### src/rtl/rom_init_loader.sv
// rtl/rom_init_loader.sv - byte-stream ROM initialization loader; optional readback verify via ROM_INIT_LOADER_VERIFY_EN
module rom_init_loader (
  input  logic        clk_i,
  input  logic        res_i,
  input  logic        start_i,
  input  logic [11:0] len_i,
  input  logic        s_valid_i,
  input  logic [7:0]  s_data_i,
  output logic        s_ready_o,
  output logic        rom_init_enb_o,
  output logic [11:0] rom_init_addr_o,
  output logic        rom_init_re_o,
  output logic        rom_init_we_o,
  output logic [7:0]  rom_init_wdata_o,
  input  logic [7:0]  rom_init_rdata_i,
  output logic        busy_o,
  output logic        done_o,
  output logic        err_o
);

  typedef enum logic [2:0] {IDLE, WRITE, FLUSH, VERIFY, VWAIT, FINISH} state_e;

  state_e      state_q, state_d;
  logic [12:0] cnt_q;
  logic [11:0] idx_q;
  logic [11:0] addr_q;
  logic [7:0]  wdata_q;
  logic [7:0]  chk_q;
  logic        we_q;
  logic        done_q;
  logic        xfer;

  assign xfer             = s_ready_o & s_valid_i;
  assign s_ready_o        = (state_q == WRITE) && (cnt_q != 13'd0);
  assign rom_init_enb_o   = (state_q != IDLE);
  assign busy_o           = (state_q != IDLE);
  assign rom_init_addr_o  = addr_q;
  assign rom_init_we_o    = we_q;
  assign rom_init_wdata_o = wdata_q;
  assign done_o           = done_q;

`ifdef ROM_INIT_LOADER_VERIFY_EN
  logic [12:0] len_q;
  logic [7:0]  vsum_q;
  logic [7:0]  vsum_next;
  logic        rd_pend_q;
  logic        err_q;

  assign vsum_next     = vsum_q + rom_init_rdata_i;
  assign rom_init_re_o = (state_q == VERIFY);
  assign err_o         = err_q;

  // Readback accumulator: the datum for each read strobe arrives one cycle later
  always_ff @(posedge clk_i) begin
    if (res_i) begin
      len_q     <= 13'd0;
      vsum_q    <= 8'h00;
      rd_pend_q <= 1'b0;
      err_q     <= 1'b0;
    end else begin
      rd_pend_q <= (state_q == VERIFY);
      if (state_q == IDLE && start_i) begin
        len_q <= {(len_i == 12'd0), len_i};
        err_q <= 1'b0;
      end
      if (state_q == FLUSH) begin
        vsum_q <= 8'h00;
      end else if (rd_pend_q) begin
        vsum_q <= vsum_next;
      end
      if (state_q == VWAIT) begin
        err_q <= (vsum_next != chk_q);
      end
    end
  end
`else
  logic unused_rdata;

  assign unused_rdata  = ^rom_init_rdata_i;
  assign rom_init_re_o = 1'b0;
  assign err_o         = 1'b0;
`endif

  // FSM state register
  always_ff @(posedge clk_i) begin
    if (res_i) begin
      state_q <= IDLE;
    end else begin
      state_q <= state_d;
    end
  end

  // FSM next-state logic
  always_comb begin
    state_d = state_q;
    case (state_q)
      IDLE:   if (start_i) state_d = WRITE;
      WRITE:  if (xfer && cnt_q == 13'd1) state_d = FLUSH;
`ifdef ROM_INIT_LOADER_VERIFY_EN
      FLUSH:  state_d = VERIFY;
      VERIFY: if (cnt_q == 13'd1) state_d = VWAIT;
      VWAIT:  state_d = FINISH;
`else
      FLUSH:  state_d = FINISH;
`endif
      FINISH: state_d = IDLE;
      default: state_d = IDLE;
    endcase
  end

  // Write datapath: one strobe per accepted byte; DONE is registered off FINISH
  always_ff @(posedge clk_i) begin
    if (res_i) begin
      cnt_q   <= 13'd0;
      idx_q   <= 12'h000;
      addr_q  <= 12'h000;
      wdata_q <= 8'h00;
      chk_q   <= 8'h00;
      we_q    <= 1'b0;
      done_q  <= 1'b0;
    end else begin
      we_q   <= 1'b0;
      done_q <= (state_q == FINISH);
      case (state_q)
        IDLE: begin
          if (start_i) begin
            cnt_q  <= {(len_i == 12'd0), len_i};
            idx_q  <= 12'h000;
            addr_q <= 12'h000;
            chk_q  <= 8'h00;
          end
        end
        WRITE: begin
          if (xfer) begin
            we_q    <= 1'b1;
            addr_q  <= idx_q;
            wdata_q <= s_data_i;
            idx_q   <= idx_q + 12'd1;
            chk_q   <= chk_q + s_data_i;
            cnt_q   <= cnt_q - 13'd1;
          end
        end
`ifdef ROM_INIT_LOADER_VERIFY_EN
        FLUSH: begin
          addr_q <= 12'h000;
          cnt_q  <= len_q;
        end
        VERIFY: begin
          // Hold the last address rather than wrapping past 0xFFF
          if (cnt_q != 13'd1) addr_q <= addr_q + 12'd1;
          cnt_q <= cnt_q - 13'd1;
        end
`endif
        default: ;
      endcase
    end
  end

endmodule

### config.mk
export PLATFORM = sky130hd
export DESIGN_NAME = rom_init_loader
export DESIGN_NICKNAME = d
export VERILOG_FILES = /design/src/rtl/rom_init_loader.sv
export SDC_FILE = /design/constraint.sdc
export NUM_CORES = 1
export LEC_CHECK = 0
export ABC_AREA = 1
export BUFFER_PORTS_ARGS = -buffer_cell sky130_fd_sc_hd__buf_2
export CORE_MARGIN = 2
export CORE_UTILIZATION = 50
export CTS_CLUSTER_DIAMETER = 50
export CTS_CLUSTER_SIZE = 16
export DETAILED_ROUTE_END_ITERATION = 10
export GPL_ROUTABILITY_DRIVEN = 0
export PLACE_DENSITY = 0.83
export SYNTH_ARGS = -nofsm -noshare
export SYNTH_HDL_FRONTEND = slang
export SYNTH_SLANG_ARGS = --single-unit
### constraint.sdc
create_clock -name clk_i -period 3.1 [get_ports clk_i]
set_input_delay 0.465 -clock clk_i [delete_from_list [all_inputs] [get_ports clk_i]]
set_output_delay 0.465 -clock clk_i [all_outputs]
set_load 0.03 [all_outputs]
---- Yosys cells after proc, flatten, opt, wreduce, memory -nomap -nowiden ----
Cells that the tools add are included.
word-level totals
  bits in registers ....................... 50
  latch bits .............................. 0
  RAM bits ................................ 0
  ROM bits ................................ 0
  input bits .............................. 32
  memories kept ........................... 0
cells by class
  add/subtract/negate cells ............... 2
  $mul .................................... 0
  div/mod/pow operators ................... 0
  $lt $le $gt $ge ......................... 0
  equal/unequal tests ..................... 7
  shift operators ......................... 0
  mux-type cells .......................... 12
  bitwise logic cells ..................... 2
  reductions and logical operators ........ 11
operator list
  kind                                                                      count
  12-bit case mux with 2 select lines                                       2
  12-bit 2-to-1 mux                                                         3
  13-bit 2-to-1 mux                                                         2
  13-bit case mux with 2 select lines                                       1
  13-bit by 1-bit == test with 1-bit output (second input constant)         1
  13-bit nonzero test                                                       1
  13-bit by 1-bit subtractor with 13-bit output (second input constant)     1
  12-bit by 1-bit adder with 12-bit output (second input constant)          1
  12-bit logical NOT                                                        1
  3-bit case mux with 3 select lines                                        1
  3-bit 2-to-1 mux                                                          2
  2-bit inequality test (second input constant)                             2
  2-bit AND reduction                                                       2
  3-bit by 1-bit == test with 1-bit output (second input constant)          1
  3-bit by 2-bit == test with 1-bit output (second input constant)          1
  3-bit == test (second input constant)                                     1
  3-bit logical NOT                                                         1
  3-bit AND reduction                                                       1
  3-bit nonzero test                                                        1
  1-bit logical AND                                                         2
  2-bit by 1-bit inequality test with 1-bit output (second input constant)  1
  2-bit nonzero test                                                        1
  2-bit OR reduction                                                        1
  1-bit AND                                                                 1
  2 further kinds                                                           2

---- Depth between registers and ports, before layout ----
Gate-level depths: netlist (run 1).
  word-level depth ........................ 6
  gate-level depth with buffers ........... 12

---- Least setup slack after synthesis (run 1) ----
No wires, ideal clock.
  path kind ............................... reg-to-output
  from .................................... register cnt_q[0]
  to ...................................... output s_ready_o
  arrival ................................. 1236 ps
  required time ........................... 2635 ps
  slack ................................... 1399 ps
  stages on the path, launching flop included .. 6
  path through ............................ dfxtp_1 > inv_1 > ha_1 > nand2_1 > nor2_4 > a21oi_2
between the ends
  cells in the longest elaborated chain, start to end .. 2
RTL lines
  element                 RTL line  text
  from (decl)             24        logic [12:0] cnt_q;
  from (signal assigned)  127       cnt_q <= {(len_i == 12'd0), len_i};
  from (signal assigned)  140       cnt_q <= cnt_q - 13'd1;
  13-bit nonzero test     34        assign s_ready_o = (state_q == WRITE) && (cnt_q != 13'd0);
  1-bit logical AND       34
  to (decl)               9         output logic s_ready_o,
Every way passes these cells.

---- Worst setup path after layout (run 1) ----
  from .................................... register state_q[1]
  to ...................................... register addr_q[6] (netlist: rom_init_addr_o[6])
between the ends
  cells in the longest elaborated chain, start to end .. 5
RTL lines
  element                                   RTL line  text
  from (decl)                               23        state_e state_q, state_d;
  from (signal assigned)                    89        state_q <= state_d;
  3-bit by 1-bit == test with 1-bit output  34, 124
  1-bit logical AND                         34
  1-bit AND                                 33        assign xfer = s_ready_o & s_valid_i;
  2-bit inequality test (no source line)    --
  3-bit AND reduction (no source line)      --
  to (signal assigned)                      136       addr_q <= idx_q;
  to (decl)                                 26        logic [11:0] addr_q;
Several ways; a longest one is shown, not always the timed one.
A chain may end at the register's enable or synchronous reset.

==> results of run 1 <==
-- critical path, stage by stage (launching register included) --
cell and delay (ns):
dfxtp_1 0.35, inv_2 0.12, nand3_4 0.29, inv_2 0.35, nand3_4 0.22, nand2_4 0.21, nand2_4 0.31, o21ai_0 0.29
nor2_1 0.06
-- registers in the layout, indices dropped and copies added, names as in the netlist --
name,count
rom_init_we_o,1
done_o,1
rom_init_wdata_o,8
state_q,3
rom_init_addr_o,12
idx_q,12
cnt_q,13
-- how the worst max path moves through the flow --
stage	slack, ns	cells after the start	to	start
after floorplan	1.40	5	s_ready_o	cnt_q[0]$_SDFFE_PP0P_
after global placement	0.85	8	rom_init_addr_o[6]$_SDFFE_PP0P_	state_q[1]$_SDFFE_PP0P_
after detailed placement	0.79	8	rom_init_addr_o[8]$_SDFFE_PP0P_	state_q[1]$_SDFFE_PP0P_
after CTS	0.77	8	rom_init_addr_o[6]$_SDFFE_PP0P_	state_q[1]$_SDFFE_PP0P_
after global routing	0.51	8	rom_init_addr_o[11]$_SDFFE_PP0P_	state_q[1]$_SDFFE_PP0P_
final	0.78	8	rom_init_addr_o[6]$_SDFFE_PP0P_	state_q[1]$_SDFFE_PP0P_
-- layout make-up --
type,instances,area [um2]
repair buffers,49,248
well taps,72,90.1
flip-flops and latches,50,1000
clock buffers,6,82.6
multi-input cells,313,1500
clock inverters,2,16.3
inverters,45,169
fillers,573,2370
-- kinds of logic (layout without fill, tap and decap cells) --
group	count (synthesis)	in the layout	synth area share
and+or+nand+nor	241	241	0.379
buffers and inverters	67	102	0.112
AOI/OAI and AO/OA	61	61	0.118
DFF	50	50	0.356
xor gates and xnor gates	5	5	0.0156
adders and majority gates	4	4	0.0178
other	1	2	0.00133
-- where the power goes --
group / total (mW) / switching [mW] / internal, mW / leakage, nW
registers: 0.716 / 0.0348 / 0.681 / 0.408
clock network: 0.416 / 0.232 / 0.184 / 0.0478
logic: 0.388 / 0.266 / 0.123 / 0.941
total: 1.52 / 0.532 / 0.988 / 1.40
-- metal layers --
layer,track usage,up-vias,routed length (um)
li1,-,1420,-
met1,0.266,1183,2650
met2,0.342,109,2790
met3,0.0398,7,456
met4,0.0793,0,115
met5,0,-,0
-- metrics by stage --
step / area [um2] / power [mW] / utilization / hold slack, ns
3_5_place_dp: 3010 / 1.12 / 0.550 / 0.458
3_3_place_gp: 3010 / 1.11 / 0.550 / 0.452
2_1_floorplan: 2820 / 1.05 / - / 0.443
6_report: 3110 / 1.52 / 0.568 / 0.408
5_1_grt: 3110 / 1.62 / 0.568 / 0.396
4_1_cts: 3110 / 1.53 / 0.568 / 0.400
-- placed cells by master (no fill, tap or decap), types with 3 or more instances in the layout --
cell type / n
nor2_1: 62
inv_2: 4
o21ai_0: 18
inv_1: 41
nor3_1: 7
ha_1: 4
nand2_1: 118
dfxtp_1: 50
buf_2: 48
nand2_2: 3
nand4_1: 5
clkbuf_8: 6
o21ai_1: 9
nand3_4: 3
nand3_1: 33
xor2_1: 4
a21oi_1: 28
==> results.py, run 1 <==
metrics = {
    "outcome": {
        "status": "finished clean",
    },
    "logic_synthesis": {
        "yosys-top-cells-area": "dfxtp_1 (36%), nand2_1 (16%), nor2_1 (8.3%)",
        "netlist.area_leader.share": 0.356,
        "postSynth.asyncResetShare": 0,
        "syn_avg_cell_area_um2": 6.55,
        "synthCells": 429,
        "synth_edf_count": 0,
        "yosysWarnings": 0,
        "synth_area_um2": 2810,
        "netlist_top_cells_count": "nand2_1 (118), nor2_1 (62), dfxtp_1 (50)",
        "synth_seq_cells": 50,
        "post_synth_num_cell_types": 36,
        "ys.flop_type": "dfxtp_1",
        "yosysSeqAreaShare": 0.356,
        "synth_largest_area_cell": "dfxtp_1",
        "synth_most_common_cell": "nand2_1",
    },
    "grt": {
        "grt_max_degree": 51,
        "grt_pass1_vias": 2422,
        "grt_first_pass_wirelength_um": 10400,
        "grt_usage": 0.207,
        "grt-ovfl-total": 0,
        "antenna_found_initial": 0,
    },
    "layout": {
        "syn2layout_area_growth_pct": 10.5,
        "antenna-diode-count": 0,
        "final_layout_size_suffix_gt1_frac": 0.163,
        "final_cells": 537,
        "layout.nets": 500,
    },
    "placed_design": {
        "post-place-ws_ns": 0.786,
        "place_inst": 529,
        "hpwl_um": 4160,
        "port-buffer-count": 48,
    },
    "clock_tree": {
        "cts_setup_buffers": 0,
        "cts_buffers": 5,
        "cts_tree": "done",
        "clkLatencyLatePin_ns": 0.31,
        "htree_levels": 2,
        "cts_resized": 0,
        "cts.sinks": 50,
        "clk_transition_reported_paths_ns": 0.10,
        "cts_root_buf": "clkbuf_8",
        "cts_buffer_depth": 2,
        "ctsHoldBuffers": 0,
    },
    "routing": {
        "drtIter0Drc": 141,
        "firstDrtPassIters": 4,
        "post_drt_wl_per_cell_um": 11.2,
        "drc_errors": 0,
        "vias_per_cell": 5.06,
        "wirelength_um": 6010,
        "antenna_left": 0,
        "vias": 2719,
    },
    "die": {
        "die_area_um2": 6240,
        "fp.dieW_um": 79.0,
        "io_pins": 59,
        "coreArea_um2": 5470,
        "start_util": 0.514,
        "num_rows": 27,
        "fp.dieH_um": 79.0,
    },
    "timing": {
        "relSlewSlack": 0.622,
        "fin_worst_skew_ns": 0.00988,
        "drv_slew": 0,
        "setup_ws_ns": 0.782,
        "rsz0062_at_grt": "no",
        "fin_setup_tns_ns": 0,
        "timing_hold_violations_final": 0,
        "period_share": 0.748,
        "report.final.setup_viol": 0,
        "tightest_slew_ns": 0.567,
        "max_freq_mhz": 431,
        "period_needed_ns": 2.32,
    },
    "power_and_ir_drop": {
        "irDropWorstVdd_v": 0.000209,
        "leakage_nw": 1.40,
        "p_per_area_nw_per_um2": 489,
    },
    "worst_setup_path": {
        "required_ns": 3.30,
        "r2r_slack_ns": 0.78,
        "crit-reg2reg-capture": "rom_init_addr_o[6]$_SDFFE_PP0P_",
        "end_kind": "register",
        "cp_max_fo": 50,
        "r2r_cells": 8,
        "r2r_start": "state_q[1]$_SDFFE_PP0P_",
        "worstSetupPathType": "register to register",
        "worstPathArrival_ns": 2.52,
        "cp-start-kind": "register",
    },
    "job": {
        "drv_cap": 0,
    },
    "min_path": {
        "hold_path_class": "primary input to register",
        "min_to": "rom_init_wdata_o[7]$_SDFFE_PP0P_",
        "min_path_cells": 3,
        "hold_path.startpoint": "s_data_i[7]",
    },
}
(Power assumes the default switching activity.)
==> inputs of run 2 (changes only) <==
--- a/config.mk
+++ b/config.mk
@@ -5,15 +5,15 @@
 export SDC_FILE = /design/constraint.sdc
 export NUM_CORES = 1
 export LEC_CHECK = 0
-export ABC_AREA = 1
+export ABC_AREA = 0
 export BUFFER_PORTS_ARGS = -buffer_cell sky130_fd_sc_hd__buf_2
 export CORE_MARGIN = 2
-export CORE_UTILIZATION = 50
+export CORE_UTILIZATION = 47
 export CTS_CLUSTER_DIAMETER = 50
 export CTS_CLUSTER_SIZE = 16
 export DETAILED_ROUTE_END_ITERATION = 10
 export GPL_ROUTABILITY_DRIVEN = 0
-export PLACE_DENSITY = 0.83
+export PLACE_DENSITY = 0.84
 export SYNTH_ARGS = -nofsm -noshare
 export SYNTH_HDL_FRONTEND = slang
 export SYNTH_SLANG_ARGS = --single-unit
==> constraint.sdc (replaced) <==
create_clock -name clk_i -period 1.98 [get_ports clk_i]
set_input_delay 0.297 -clock clk_i [delete_from_list [all_inputs] [get_ports clk_i]]
set_output_delay 0.297 -clock clk_i [all_outputs]
set_load 0.03 [all_outputs]
==> run 2 against run 1 <==
The run now ends with negative setup slack left. Setup slack lost 0.78 ns. Design area is 3.1% lower. Critical path depth decreased by 3. Via count down 12%. Utilization rose by 6.1 points. Sequential power is 52% higher. Non-clock buffer count is 25 higher. Combinational power is 54% higher. Total power rose by 48%. Wire length is 4.3% lower. Count of clock-buffer cells in the layout unchanged. Critical endpoint is now cnt_q[11]$_SDFFE_PP0P_. Largest cell class unchanged. Highest routed layer unchanged.
==> results.py, run 2 <==
metrics = {
    "outcome": {
        "status": "finished with violations",
        "violations": "negative setup slack",
    },
    "clock_tree": {
        "cts_buffer_depth": 2,
        "cts_buffers": 5,
        "cts_root_buf": "clkbuf_8",
        "clkLatencyLatePin_ns": 0.29,
        "cts_tree": "done",
        "cts.sinks": 50,
        "clk_transition_reported_paths_ns": 0.09,
        "htree_levels": 2,
    },
    "layout": {
        "design_area_um2": 3010,
        "largest_reg_flops": 13,
        "antenna-diode-count": 0,
        "layout_common_cells": "buf_2 (48), nand2_1 (47), dfxtp_1 (46)",
        "syn2layout_area_growth_pct": 27.3,
        "layout_commonest_cell": "buf_2",
        "layout.nets": 396,
        "top_register": "cnt_q",
        "final_layout_size_suffix_gt1_frac": 0.294,
    },
    "power_and_ir_drop": {
        "leakage_nw": 1.25,
        "irDropWorstVdd_v": 0.000715,
        "totalPowerFinal_mw": 2.25,
        "p_per_area_nw_per_um2": 746,
    },
    "timing": {
        "fin_worst_skew_ns": 0.00403,
        "report.final.setup_viol": 1,
        "setup_ws_ns": -0.00201,
        "timing_hold_violations_final": 0,
        "max_freq_mhz": 505,
        "period_needed_ns": 1.98,
        "fin_setup_tns_ns": -0.00201,
        "period_share": 1.00,
        "drv_slew": 0,
        "relSlewSlack": 0.649,
        "whs_ns": 0.235,
        "rsz0062_at_grt": "yes",
        "tightest_slew_ns": 0.523,
    },
    "logic_synthesis": {
        "post_synth_num_cell_types": 46,
        "synthCells": 295,
        "synth_most_common_cell": "dfxtp_1",
        "synth_edf_count": 0,
        "yosysWarnings": 0,
        "ys.flop_type": "dfxtp_1",
        "syn_avg_cell_area_um2": 8.02,
        "netlist.area_leader.share": 0.423,
        "netlist_top_cells_count": "dfxtp_1 (50), nand2_1 (47), a21oi_1 (39)",
        "yosys-top-cells-area": "dfxtp_1 (42%), a21oi_1 (8.3%), nand2_1 (7.5%)",
        "synth_area_um2": 2360,
        "postSynth.asyncResetShare": 0,
        "synth_seq_cells": 50,
        "yosysSeqAreaShare": 0.423,
        "synth_largest_area_cell": "dfxtp_1",
    },
    "worst_setup_path": {
        "cpMaxStageDelayCell": "or4_4",
        "worstPathArrival_ns": 2.15,
        "r2r_slack_ns": -0.002,
        "cp_max_fo": 6,
        "slowest_delay_ns": 0.53,
        "worstSetupPathType": "register to register",
        "end_kind": "register",
        "required_ns": 2.14,
        "cp-start-kind": "register",
        "path_cells": "or3_1, or4_4, o311a_1, a21oi_2, a21oi_1",
    },
    "routing": {
        "vias_per_cell": 5.58,
        "firstDrtPassIters": 4,
        "drc_errors": 0,
        "post_drt_wl_per_cell_um": 13.5,
        "wirelength_um": 5750,
        "antenna_left": 0,
        "drtIter0Drc": 126,
        "vias": 2383,
    },
    "job": {
        "drv_cap": 0,
    },
    "die": {
        "die_area_um2": 5610,
        "coreArea_um2": 4790,
        "io_pins": 59,
        "start_util": 0.494,
        "fp.dieW_um": 74.9,
        "fp.dieH_um": 74.9,
        "num_rows": 25,
    },
    "grt": {
        "grt_first_pass_wirelength_um": 9210,
        "grt_use_met1": 0.241,
        "grt-ovfl-total": 0,
        "grt_usage": 0.207,
        "busiest_layer": "met2",
        "grt_pass1_vias": 2203,
        "grtUsageMet2": 0.383,
        "grt_max_degree": 30,
        "antenna_found_initial": 0,
        "use_met3": 0.0361,
    },
    "min_path": {
        "hold_path_class": "primary input to register",
    },
    "placed_design": {
        "hpwl_um": 3920,
        "dpl_cell_area_um2": 2780,
        "post-place-ws_ns": -0.0719,
        "port-buffer-count": 48,
    },
}
-- run 2: changes by cell type after synthesis, sizes merged, moves of 11 or more --
cell	previous run	this run
inv	45	5
nor2	66	27
nand2	123	47
nand3	37	7
or3	0	11
-- run 2: what timing repair did --
action / CTS / global route
hold buffers: 0 / 0
resized for setup: 3 / 26
pin swaps: 0 / 5
endpoints found under the hold margin: 0 / 0
buffers inserted: 0 / 5
cloned: 0 / 2
endpoints found under the setup margin: 20 / 37
-- run 2: logic make-up after synthesis --
| family | synth area share |
|---|---|
| AO/OA/AOI/OAI | 0.185 |
| flip-flops | 0.423 |
| adder cells (fa/ha/maj) | 0.0212 |
| AND/OR/NAND/NOR | 0.283 |
| buffers and inverters | 0.0476 |
| other | 0.00159 |
| multiplexers | 0.0381 |
-- run 2: layer usage --
metal,share of wire,vias to the layer above
li1,-,1183
met1,0.43,1128
met2,0.52,68
met3,0.050,4
met4,0.0070,0
met5,0,-
-- run 2: layout make-up --
class	count	area, um2
Multi-Input combinational cell	224	1340
Clock inverter	1	7.51
Inverter	5	18.8
Timing Repair Buffer	74	483
Clock buffer	6	72.6
Sequential cell	50	1010
Tap cell	67	83.8
Fill cell	409	1780
-- run 2: critical path, delay by kind of cell (launching register included) --
family           cells  cell delay (ns)
AND/OR/NAND/NOR      2             0.97
AO/OA/AOI/OAI        3             0.50
flip-flops           1             0.36
-- run 2: path summary, 6_finish.rpt --
check	from	depth (start not counted)	end
worst min-delay path	s_data_i[2]	3	rom_init_wdata_o[2]$_SDFFE_PP0P_
worst max register to register	cnt_q[3]$_SDFFE_PP0P_	5	cnt_q[11]$_SDFFE_PP0P_
worst min register to register	rom_init_addr_o[3]$_SDFFE_PP0P_	2	rom_init_addr_o[3]$_SDFFE_PP0P_
worst max-delay path	cnt_q[3]$_SDFFE_PP0P_	5	cnt_q[11]$_SDFFE_PP0P_
-- run 2: report_power, final --
part / internal (mW) / leakage, nW / switching (mW) / total, mW
clock network: 0.243 / 0.0373 / 0.321 / 0.564
registers: 1.05 / 0.407 / 0.0367 / 1.09
logic: 0.259 / 0.803 / 0.338 / 0.597
total: 1.55 / 1.25 / 0.696 / 2.25
-- run 2: per-stage QoR --
step / cells / util
after CTS: 420 / 0.601
after floorplan: 296 / -
after global placement: 413 / 0.581
after global routing: 427 / 0.629
final: 427 / 0.629
after detailed placement: 413 / 0.581
